--- src/rtl/usb_tx_line_encoder.sv ---
// ----------------------------------------------------------------------------
// usb_tx_line_encoder
//
// Full-speed USB bit-level line encoder. Takes the packet byte stream (PID,
// payload, CRC) from the upstream packet stage and drives D+/D-. It does the
// following:
//   - prepends SYNC;
//   - serialises each byte LSB first;
//   - inserts a stuffed 0 after six consecutive 1s;
//   - NRZI-encodes the result;
//   - appends EOP (two SE0 bit periods, then one J bit period).
// Bit timing is generated here, so the upstream stage only deals in bytes.
//
// Ports:
//   clk          system clock
//   rst          synchronous reset, active-high
//   start        one-cycle pulse, begins a packet (only honoured in IDLE)
//   byte_data    next packet byte, sent LSB first
//   byte_valid   byte_data / byte_last are valid
//   byte_last    current byte is the final byte of the packet
//   byte_ready   byte accepted this cycle when byte_valid is also high
//   dplus_out    D+ drive
//   dminus_out   D- drive
//   tx_active    high from the cycle after start through the final EOP J bit
//   tx_done      one-cycle pulse on normal EOP completion
//   tx_error     one-cycle pulse when upstream underruns a byte request
// ----------------------------------------------------------------------------
module usb_tx_line_encoder #(
    parameter int CLKS_PER_BIT = 8
) (
    input  logic       clk,
    input  logic       rst,
    input  logic       start,
    input  logic [7:0] byte_data,
    input  logic       byte_valid,
    input  logic       byte_last,
    output logic       byte_ready,
    output logic       dplus_out,
    output logic       dminus_out,
    output logic       tx_active,
    output logic       tx_done,
    output logic       tx_error
);

    localparam int               CNT_W    = $clog2(CLKS_PER_BIT);
    localparam logic [CNT_W-1:0] CNT_LAST = CNT_W'(CLKS_PER_BIT - 1);
    localparam logic [CNT_W-1:0] CNT_PRE  = CNT_W'(CLKS_PER_BIT - 2);

    typedef enum logic [2:0] {
        IDLE,
        SYNC,
        DATA,
        EOP_SE0,
        EOP_J
    } state_t;

    state_t           state;
    logic [CNT_W-1:0] bit_cnt;
    logic [2:0]       bit_idx;     // position within SYNC or the current byte
    logic [2:0]       ones_cnt;    // consecutive 1s on the wire, including the current bit
    logic [7:0]       shift_reg;   // shift_reg[0] is the data bit now on the line
    logic             last_reg;
    logic             stuffing;    // current bit period carries a stuffed 0
    logic             nrzi_level;  // 1 = J, 0 = K
    logic             eop_second;  // second SE0 bit period in progress
    logic             aborted;

    logic bit_end;
    logic in_payload;
    logic stuff_now;
    logic hs_point;
    logic emit;
    logic tx_bit;
    logic next_level;

    // NOTE: every signal gets a default before the branches so always_comb never infers a latch.
    always_comb begin
        bit_end    = (bit_cnt == CNT_LAST);
        in_payload = (state == SYNC) || (state == DATA);
        // A stuffed 0 follows six 1s; it clears ones_cnt, so it cannot repeat.
        stuff_now  = !stuffing && (ones_cnt == 3'd6);
        // This bit period ends with a byte request: after the final SYNC bit,
        // or after the final bit of a non-last byte, but never while a stuff
        // bit is still owed (the request moves to the stuff bit's end).
        hs_point   = in_payload && !stuff_now && (bit_idx == 3'd7) &&
                     ((state == SYNC) || !last_reg);

        emit   = 1'b0;
        tx_bit = 1'b0;
        if (state == IDLE) begin
            emit = start;                       // first SYNC bit is a 0
        end else if (in_payload && bit_end) begin
            if (stuff_now) begin
                emit = 1'b1;                    // stuffed 0
            end else if (byte_ready) begin
                emit   = byte_valid;
                tx_bit = byte_data[0];
            end else if (state == SYNC) begin
                emit   = 1'b1;
                tx_bit = (bit_idx == 3'd6);     // SYNC is 0000_0001, LSB first
            end else if (bit_idx != 3'd7) begin
                emit   = 1'b1;
                tx_bit = shift_reg[1];
            end
        end
        next_level = tx_bit ? nrzi_level : ~nrzi_level;
    end

    // byte_ready is only ever high on a bit-end cycle, so the abort decision
    // lines up with the handshake cycle itself.
    assign tx_error = byte_ready & ~byte_valid;

    // NOTE: sequential state uses non-blocking assignments only, so every register sees pre-edge values.
    always_ff @(posedge clk) begin
        if (rst) begin
            state      <= IDLE;
            bit_cnt    <= '0;
            bit_idx    <= '0;
            ones_cnt   <= '0;
            shift_reg  <= '0;
            last_reg   <= 1'b0;
            stuffing   <= 1'b0;
            nrzi_level <= 1'b1;
            eop_second <= 1'b0;
            aborted    <= 1'b0;
            dplus_out  <= 1'b1;
            dminus_out <= 1'b0;
            byte_ready <= 1'b0;
            tx_active  <= 1'b0;
            tx_done    <= 1'b0;
        end else begin
            // Both pulses are decided one cycle early so they sit on the bit-end cycle.
            byte_ready <= hs_point && (bit_cnt == CNT_PRE);
            tx_done    <= (state == EOP_J) && !aborted && (bit_cnt == CNT_PRE);

            if (state != IDLE) begin
                bit_cnt <= bit_end ? '0 : bit_cnt + 1'b1;
            end

            if (emit) begin
                nrzi_level <= next_level;
                dplus_out  <= next_level;
                dminus_out <= ~next_level;
                ones_cnt   <= tx_bit ? ones_cnt + 3'd1 : 3'd0;
            end

            case (state)
                IDLE: begin
                    if (start) begin
                        state     <= SYNC;
                        bit_idx   <= '0;
                        stuffing  <= 1'b0;
                        aborted   <= 1'b0;
                        tx_active <= 1'b1;
                    end
                end

                SYNC, DATA: begin
                    if (bit_end) begin
                        if (stuff_now) begin
                            // Insert the stuff period; bit_idx and shift_reg hold.
                            stuffing <= 1'b1;
                        end else begin
                            stuffing <= 1'b0;
                            if (byte_ready) begin
                                if (byte_valid) begin
                                    state     <= DATA;
                                    shift_reg <= byte_data;
                                    last_reg  <= byte_last;
                                    bit_idx   <= '0;
                                end else begin
                                    state      <= EOP_SE0;
                                    eop_second <= 1'b0;
                                    aborted    <= 1'b1;
                                    ones_cnt   <= '0;
                                    dplus_out  <= 1'b0;
                                    dminus_out <= 1'b0;
                                end
                            end else if ((state == SYNC) || (bit_idx != 3'd7)) begin
                                bit_idx <= bit_idx + 3'd1;
                                if (state == DATA) begin
                                    shift_reg <= shift_reg >> 1;
                                end
                            end else begin
                                state      <= EOP_SE0;
                                eop_second <= 1'b0;
                                ones_cnt   <= '0;
                                dplus_out  <= 1'b0;
                                dminus_out <= 1'b0;
                            end
                        end
                    end
                end

                EOP_SE0: begin
                    if (bit_end) begin
                        if (eop_second) begin
                            state      <= EOP_J;
                            dplus_out  <= 1'b1;
                            dminus_out <= 1'b0;
                        end else begin
                            eop_second <= 1'b1;
                        end
                    end
                end

                EOP_J: begin
                    if (bit_end) begin
                        state      <= IDLE;
                        tx_active  <= 1'b0;
                        nrzi_level <= 1'b1;
                    end
                end

                default: state <= IDLE;
            endcase
        end
    end

endmodule

--- config.mk ---
export PLATFORM = sky130hd
export DESIGN_NAME = usb_tx_line_encoder
export DESIGN_NICKNAME = d
export VERILOG_FILES = /design/src/rtl/usb_tx_line_encoder.sv
export SDC_FILE = /design/constraint.sdc
export NUM_CORES = 1
export LEC_CHECK = 0
export CORE_ASPECT_RATIO = 1.75
export CORE_MARGIN = 2
export CORE_UTILIZATION = 50
export DETAILED_ROUTE_END_ITERATION = 10
export DONT_BUFFER_PORTS = 1
export PLACE_DENSITY_LB_ADDON = 0.12
export SKIP_LAST_GASP = 1
export SLEW_MARGIN = 20
export SYNTH_ARGS = -nofsm -noshare
export SYNTH_HDL_FRONTEND = slang
export SYNTH_SLANG_ARGS = --single-unit
--- constraint.sdc ---
create_clock -name clk -period 3.6 [get_ports clk]
set_input_delay 0 -clock clk [delete_from_list [all_inputs] [get_ports clk]]
set_output_delay 0 -clock clk [all_outputs]
set_load 0.05 [all_outputs]
Word level (Yosys, flattened, before mapping) --
Index checks and enable logic that the tools add are counted.
Operators by class: $add $sub $neg 3, muxes and demuxes 83, bitwise operators 5, reductions and logical operators 31, equal/unequal tests 23
Operator list (count):
- 3-bit two-way mux | 23
- 1-bit two-way mux | 48
- 8-bit two-way mux | 4
- 6-bit AND reduction | 4
- 3-bit equality test, second input constant | 6
- 2-bit inequality test, second input constant | 9
- 3-bit inequality test, second input constant | 5
- 1-bit case mux with 2 select lines | 6
- 3-bit case mux with 4 select lines | 1
- 2-bit nonzero test | 5
- 3-bit by 1-bit adder with 3-bit output, second input constant | 3
- 1-bit logical AND | 8
- 7-bit AND reduction | 1
- 3-bit by 2-bit equality test with 1-bit output, second input constant | 2
- 3-bit case mux with 2 select lines | 1
- 3-bit AND reduction | 2
- 5-bit AND reduction | 1
- 1-bit zero test | 4
- 1-bit inverter | 4
- 3-bit by 1-bit equality test with 1-bit output, second input constant | 1
- 3-bit zero test | 1
- 1-bit logical OR | 3
- 3-bit nonzero test | 1
- 2-bit OR reduction | 1
- 1-bit bitwise AND | 1
Storage, ports and cells: output and inout bits 6, input bits 13, bits in registers 30, word-level logic and storage cells 160

Logic depth before layout (Yosys ltp) --
Gate-level depths: netlist (run 1).
depth in word-level cells 15, depth in mapped cells 8

Worst setup path before layout (run 1) --
OpenSTA, ideal clock, no wires.
kind register to register, from register byte_ready, to register nrzi_level, period minus slack after synthesis 2295 ps, path slack 1305 ps, stages on the path, launching flop included 6, data arrival time 2173 ps, required time 3477 ps, setup time 123 ps, buffers on the path 0, cells stage by stage dfxtp_1 > nor2b_1 > a31o_2 > a21o_1 > or3_1 > nand3_1
On the way: longest elaborated chain between the ends 8
RTL lines:
- start, declared | line 37 | output logic byte_ready,
- start signal, assigned | line 133 | byte_ready <= hs_point && (bit_cnt == CNT_PRE);
- 1-bit two-way mux | line 95 | end else if (byte_ready) begin
- 1-bit two-way mux | line 93 | if (stuff_now) begin
- 1-bit two-way mux | line 92 | end else if (in_payload && bit_end) begin
- 1-bit two-way mux | line 90 | if (state == IDLE) begin
- 1-bit two-way mux | line 106 | next_level = tx_bit ? nrzi_level : ~nrzi_level;
- 1-bit two-way mux (*) | line 140 | if (emit) begin
- 1-bit two-way mux | line 208 | if (bit_end) begin
- 1-bit two-way mux (*) | line 147 | case (state)
- end signal, assigned | line 141 | nrzi_level <= next_level;
- end, declared | line 64 | logic nrzi_level;
Every way passes the cells marked *; elsewhere a longest branch is shown, timed or not. A chain may end at the register's enable or synchronous reset.

Final worst setup path (run 1) --
from register byte_ready, to register shift_reg[7]
On the way: longest elaborated chain between the ends 2
RTL lines:
- 2-bit inequality test (no source line) or 2-bit nonzero test (tied branches)
- 6-bit AND reduction (no source line)
- end signal, assigned | line 168 | shift_reg <= byte_data;
- end signal, assigned | line 182 | shift_reg <= shift_reg >> 1;
- end, declared | line 61 | logic [7:0] shift_reg;
Several ways; a longest one is shown, not always the timed one.

==> results of run 1 <==
-- routing by layer --
layer	up-vias	global-route usage	part of all wire
li1	701	-	-
met1	673	0.285	0.38
met2	35	0.425	0.56
met3	8	0.0644	0.037
met4	0	0.111	0.023
met5	-	0	0
-- final timing paths --
check | end | slack [ns] | from
setup / recovery | shift_reg[7] | 0.76 | byte_ready
hold / removal | state[0] | 0.03 | start
setup reg to reg | shift_reg[7] | 0.76 | byte_ready
hold reg to reg | tx_done | 0.47 | aborted
-- area by class of cell --
cell class	count	area (um2)
clock buffer	6	82.6
inverter	7	26.3
fill	296	1240
clock inverter	2	37.5
tap	43	53.8
multi-input combinational	142	935
sequential	29	581
timing repair buffer	12	115
-- cells by family after synthesis --
logic type	count (synthesis)
simple gates	71
compound gates	51
flops	29
buf+inv	16
mux	9
fa+ha+maj	8
xor+xnor	3
-- worst reg2reg max path, delay by kind of cell (launching register included) --
kind,cells,cell delay (ns)
and+or+nand+nor,2,0.42
DFF,1,1.02
AOI/OAI and AO/OA,3,0.56
buffers and inverters,2,0.80
-- power by group through the flow --
stage | combinational, mW | sequential, mW | clock (mW)
3_5_place_dp | 0.268 | 0.456 | 0
6_report | 0.284 | 0.450 | 0.357
5_1_grt | 0.320 | 0.458 | 0.381
2_1_floorplan | 0.241 | 0.425 | 0
3_3_place_gp | 0.257 | 0.452 | 0
4_1_cts | 0.281 | 0.449 | 0.366
-- cells in the final DEF (no fill, tap or decap), types with 3 or more instances in the layout --
cell type	n
sky130_fd_sc_hd__inv_1	7
sky130_fd_sc_hd__dlygate4sd3_1	10
sky130_fd_sc_hd__nand2b_1	3
sky130_fd_sc_hd__nor2_1	23
sky130_fd_sc_hd__a31oi_1	4
sky130_fd_sc_hd__nand3_1	5
sky130_fd_sc_hd__nand2_1	13
sky130_fd_sc_hd__mux2i_1	9
sky130_fd_sc_hd__nor3_1	5
sky130_fd_sc_hd__nor2b_1	3
sky130_fd_sc_hd__a22oi_1	3
sky130_fd_sc_hd__a211oi_1	10
sky130_fd_sc_hd__o21ai_0	7
sky130_fd_sc_hd__ha_1	8
sky130_fd_sc_hd__dfxtp_1	29
sky130_fd_sc_hd__nor4_1	3
sky130_fd_sc_hd__a21oi_1	15
sky130_fd_sc_hd__nand3b_1	4
sky130_fd_sc_hd__clkbuf_8	6
-- stage by stage --
stage          hold slack (ns)  instances  instance area, um2
2_1_floorplan            0.144        187                1580
3_3_place_gp            0.0748        223                1610
3_5_place_dp            0.0755        223                1610
4_1_cts                 0.0119        241                1830
5_1_grt                 0.0314        241                1830
6_report                0.0262        241                1830
==> summary by stage, run 1 <==
Drt
The final layout contains routed wiring with a total length of 3840 um. The post-route DRC violation count is 0. After detailed routing, the average wire length per cell comes to 15.9 um.

The via density per instance is 5.88. The detailed router placed 1417 vias in this run. The detailed router finished its first iteration with 48 violations. In this run the remaining antenna-violating nets after routing total 0. For this run, the detailed router's first-pass iteration total came to 4.

Die
The initial utilization of the core area, before any placement, comes to 0.512. The floorplan step defined a core boundary enclosing 3070 um2. The die area is 3630 um2. The number of rows created at floorplan is 27.

Measured along the y axis, the die boundary spans 78.3 um. The width of the chip is 46.4 um. For this design the top-level I/O count stands at 19.

Logic synthesis
The proportion of netlist area held by the largest area contributor is 0.369. The post-synthesis sequential area ratio is 0.369. The mapped netlist covers 1580 um2.

After synthesis, the largest family of logic cells by area is simple AND/OR/NAND/NOR gates. After synthesis, the share of flip-flops with an asynchronous set or reset is 0. The share of the synthesized netlist area taken by xor and xnor gates is 0.0167. Yosys attributes the largest share of cell area to sky130_fd_sc_hd__dfxtp_1, sky130_fd_sc_hd__ha_1, sky130_fd_sc_hd__mux2i_1, sky130_fd_sc_hd__nor2_1, sky130_fd_sc_hd__a211oi_1. Counting instances in the post-synthesis netlist gives the leading cell types as sky130_fd_sc_hd__dfxtp_1, sky130_fd_sc_hd__nor2_1, sky130_fd_sc_hd__a21oi_1.

The Yosys step of the flow raised 0 warnings. A synthesized cell averages 8.42 um2. The most common cell in the synthesized netlist is sky130_fd_sc_hd__dfxtp_1. The synthesized design contains 29 register bits. The synthesized-area fraction occupied by ao, oa, aoi and oai cells is 0.223.

The flip-flop cell with the highest count after synthesis is sky130_fd_sc_hd__dfxtp_1. The area fraction in and, or, nand and nor cells after synthesis is 0.233. The count of mapped cells out of synthesis is 187. The number of different library cells in the post-synthesis netlist is 41. Counting flops with a built-in enable in the synthesized netlist gives 0.

Synthesis produced a netlist with a net count of 208. Of the total synthesized cell area, the portion taken by full adders, half adders and majority gates is 0.0635. Summed over all instances, the cell type with the most area after synthesis is sky130_fd_sc_hd__dfxtp_1. After synthesis, the share of cell area in mux cells is 0.0572.

Global route
The total track usage is 0.253. The first-pass GRT wire length is 6670 um. The aggregate global routing overflow is 0. The largest net degree at the start of global routing is 26. The number of global-route vias before repair came to 1405.

The initial antenna violation count is 0.

Power and ir drop
Power comes to 1.09 mW. The cell-internal power is 0.691 mW. The sequential group share of total power is 0.412. The share of power burned in the clock network is 0.327. The worst IR drop on VDD is 0.360 mV.

The power per unit of standard cell area is 596 nW/um2. The static power due to leakage is 0.668 nW. Of the total power, the share spent switching nets is 0.367.

The reported net switching power is 0.400 mW. The part of the total power dissipated in combinational logic is 0.260.

Finish
The flip-flop count of the largest register, all copies and words added is 7. The final core utilization is 0.595. The layout cell share with drive strength beyond 1 is 0.0707. The antenna diode instance count is 0. The layout net count is 218. Relative to the synthesized area, the layout overhead comes to 16.2%.

Timing
The ratio of final minimum period to clock period is 0.789. The worst clock skew on the final layout is 0.00798 ns. Based on the critical path, the design can be clocked at up to 352 MHz.

The hold violation count in the final report is 0. The clock period could shrink to 2.84 ns. Setup repair after global routing left no endpoint under its margin. The max-slew violation count is 0. The final total negative setup slack is 0 ns. The transition time at the pin with the least slew margin is 1.06 ns. Setup violations remaining at the end of the flow were counted as 0. The post-layout worst setup margin is 0.760 ns. The worst-case headroom to the max-slew limit is 0.291.

Critical path
The logic depth of the worst register-to-register path is 7. The maximum cell stage delay along the critical path is 1.02 ns. The critical path depth is 7. The worst setup path is captured at a register. The kind of critical path is register to register.

The worst setup path is launched from a register. Among all stages on the critical path, the largest delay is contributed by sky130_fd_sc_hd__dfxtp_1. The count of buffering cells on the critical path with inverters included is 2. The critical path goes through and2_1 > o21ai_0 > a211oi_1 > buf_4 > nand3_1 > a21oi_1 > dlygate4sd3_1. The data arrival time of the worst path is 3.07 ns.

The maximum fanout along the worst path is 16. Data on the critical path is required at its endpoint by 3.83 ns. The cell family contributing the most delay on the critical path is flip-flops.

Job
Max-cap violations in this run came to 0.

Placed design
The last weighted congestion value of the routability-driven placer is 0.799. The placement-stage worst setup slack is 1.25 ns. During placement, the flow inserted port buffers numbering 0. The detailed-placement wirelength estimate is 2760 um.

Status
The flow ran to the end, and the final reports show no timing, DRC or antenna violations.

Clocking
The cell chosen for the clock root is sky130_fd_sc_hd__clkbuf_8. The post-CTS setup repair buffer count is 0. The number of gates resized after CTS is 0. The number of sinks handled by clock tree synthesis is 29.

TritonCTS built the clock tree. After clock tree synthesis, the clock-pin slew on the worst setup and hold paths is 0.07 ns. The clock buffer count from CTS is 5. The number of H-tree branching levels is 2. In this run the deepest clock path goes through 2 buffers. The number of buffers added to fix hold violations after cts is 10. The later pin in the worst-skew pair is clocked with a latency of 0.29 ns.

Worst hold path
The cell depth of the worst hold path is 3. In this run the worst hold path is classified as primary input to register.
Power figures use the tool's default switching activity.
==> run 2, diff against run 1 <==
- clock period: 3.6 -> 2.53 ns (I/O delays scaled with it)
==> run 2 against run 1 <==
Worst hold slack worse by 0.0080 ns. Sequential share of layout area down 0.60 points. Global-route usage down 1.0 points. Critical path type unchanged. Cell count up 2.1%. First-iteration DRC count down 15%. Clock power up 40%. Non-clock buffer count up 5. Via count up 2.0%.
==> summary by stage, run 2 (synthesis gave the netlist of run 1 again) <==
Finish
The register with the most flip-flops in the layout has 7 of them. The finished layout holds 246 standard cells, fillers aside. The top cell types in the final layout, fill and taps aside, are sky130_fd_sc_hd__dfxtp_1, sky130_fd_sc_hd__nor2_1, sky130_fd_sc_hd__a21oi_1, sky130_fd_sc_hd__nand2_1, sky130_fd_sc_hd__a211oi_1. In the final layout, the share of cells above drive strength 1 is 0.0985. Leaving out fill and tap cells, the most frequent cell in the layout is sky130_fd_sc_hd__dfxtp_1. The layout has 274 filler cells. The antenna diode instance count is 0. The layout net count is 223. The final core utilization is 0.607.

The synthesis-to-finish area growth is 18.4%.

Critical path
The slack of the worst reg-to-reg path is 0.36 ns. In this run the worst path has a maximum fanout of 13. The worst setup path is launched from a register. The startpoint identified for the worst register-to-register timing path is state[1]. The kind of critical path is register to register. At the worst endpoint, the required time is 2.71 ns.

The critical path capture point type is a register. The logic depth of the worst register-to-register path is 5. Traced cell by cell, the critical path runs through or3b_4 > or3_4 > a311oi_4 > xor2_1 > o211a_1.

The maximum cell stage delay along the critical path is 0.45 ns. The end of the worst register-to-register path is dminus_out. For this design, the slowest cell found on the critical path is sky130_fd_sc_hd__or3b_4.

At the worst endpoint, the arrival time is 2.35 ns.

Timing
Between clock sinks in the finished design, the worst skew comes to 0.00961 ns. The smallest clock period supported by the final layout is computed as 2.17 ns. The worst-case headroom to the max-slew limit is 0.395.

Setup repair after global routing left no endpoint under its margin. In the finished design, the share of the clock period the worst path needs comes to 0.858. The transition time at the pin with the least slew margin is 0.904 ns. Setup violations remaining at the end of the flow were counted as 0. For this run, the top clock speed supported by timing is 461 MHz.

The final total negative setup slack is 0 ns. The hold violation count in the final report is 0. The max-slew violation count came to 0. The tightest hold path in the finished design has a slack of 0.0182 ns.

Drt
Once detail routing completed, the nets flagged for antenna violations numbered 0. The number of DRC markers in iteration 0 is 41. For this run, design rule violations remaining after detail routing come to 0. The routed wire length per instance is 15.2 um. The first TritonRoute pass finished after 4 iterations. Dividing the detail-routed via count by the number of cells gives 5.88. The final layout contains routed wiring with a total length of 3750 um.

Across all layers, the routed design uses 1446 vias.

Clocking
Post-CTS repair changed the size of 0 cells. The clock buffer count from CTS is 5. The maximum number of buffers from clock root to sink is 2. The cell chosen for the clock root is sky130_fd_sc_hd__clkbuf_8. TritonCTS built the clock tree. After clock tree synthesis, the clock-pin slew on the worst setup and hold paths is 0.07 ns. For this design, the sink count on the clock tree is 29.

The number of H-tree branching levels is 2. The clock latency of the later-clocked register in the worst-skew pair is 0.28 ns.

Worst hold path
The startpoint identified for the worst hold timing path is byte_data[3]. The path type of the worst min-delay path is primary input to register. The cell depth of the worst hold path is 2. The end point of the worst hold path is shift_reg[3].

Global route
The global routing's busiest layer is met2. The first-pass GRT wire length is 6460 um. The met2 global-route usage is 0.415. For this run, the total global-route usage over all layers was measured as 0.243.

The number of global-route vias before repair came to 1474. The met3 routing resource usage after global routing is 0.0437. The initial antenna violation count is 0.

The aggregate global routing overflow is 0. The largest net degree at the start of global routing is 26. In the global route stage, met1 resource usage came out at 0.253.

Die
The floorplan step defined a die boundary enclosing 3630 um2. The die span in y is 78.3 um. After floorplanning, the core was divided into 27 placement rows. The count of pins on the block boundary is 19. The placeable core region is 3070 um2. The width of the chip is 46.4 um. The starting density of the core is 0.512.

Power and ir drop
The cell-internal power is 1.01 mW. Power spread over the standard cell area amounts to 850 nW/um2. The static power due to leakage is 0.692 nW.

Of the total power, registers draw 0.377. Of the total power, the clock network draws 0.316. Of the total power, the share spent switching nets is 0.361. Summed over all nets, the switching power comes to 0.572 mW. VDD sags by at most 0.569 mV. The share of total power dissipated in combinational logic is 0.307. The overall power is 1.58 mW.

Placed design
After legalization and detailed placement, the total HPWL measured 2810 um. The number of placed instances with taps included is 229. The last weighted congestion value of the routability-driven placer is 0.840. Input and output buffers added on the ports amount to 0.

Job
The tool flagged a number of max-cap violations equal to 0.

Status
The run finished with clean final reports.
==> run 2: cell type report <==
cell class              instances  area, um2  share of cell area
repair buffers                 17        150              0.0805
clock inverters                 2       37.5              0.0201
multi-input cells             142        935               0.501
well taps                      43       53.8              0.0288
clock buffers                   6       82.6              0.0443
flip-flops and latches         29        581               0.311
inverters                       7       26.3              0.0141
==> run 2: per-layer routing <==
metal	up-vias	wire length [um]
met5	-	0
met4	0	135
met3	9	114
met2	37	2070
met1	690	1430
li1	710	-
==> run 2: repair_timing <==
item / 4_1_cts / 5_1_grt
hold buffers: 9 / 0
buffers inserted: 0 / 0
endpoints found under the hold margin: 28 / 0
==> run 2: how the worst max path moves through the flow <==
stage | startpoint | endpoint | depth (start not counted)
after floorplan | byte_ready | nrzi_level | 5
after CTS | state[1] | dminus_out | 5
after global routing | state[1] | dminus_out | 5
after global placement | state[1] | dminus_out | 5
after detailed placement | state[1] | dminus_out | 5
final | state[1] | dminus_out | 5
==> run 2: power groups by stage <==
stage	sequential [mW]	combinational [mW]	clock, mW
detailed placement	0.606	0.460	0
floorplan	0.605	0.343	0
global route	0.605	0.542	0.533
global placement	0.605	0.445	0
CTS	0.596	0.482	0.515
finish	0.597	0.487	0.501
==> run 2: critical path, delay by kind of cell (launching register included) <==
kind	cells	cell delay, ns
AND/OR/NAND/NOR	2	0.85
XOR/XNOR	1	0.15
flip-flops	1	0.43
AO/OA/AOI/OAI	2	0.64
==> run 2: metrics by stage <==
stage | setup slack [ns] | cell area [um2]
after floorplan | 0.235 | 1580
after global placement | 0.433 | 1660
after detailed placement | 0.364 | 1660
after CTS | 0.354 | 1870
after global routing | 0.227 | 1870
final | 0.358 | 1870
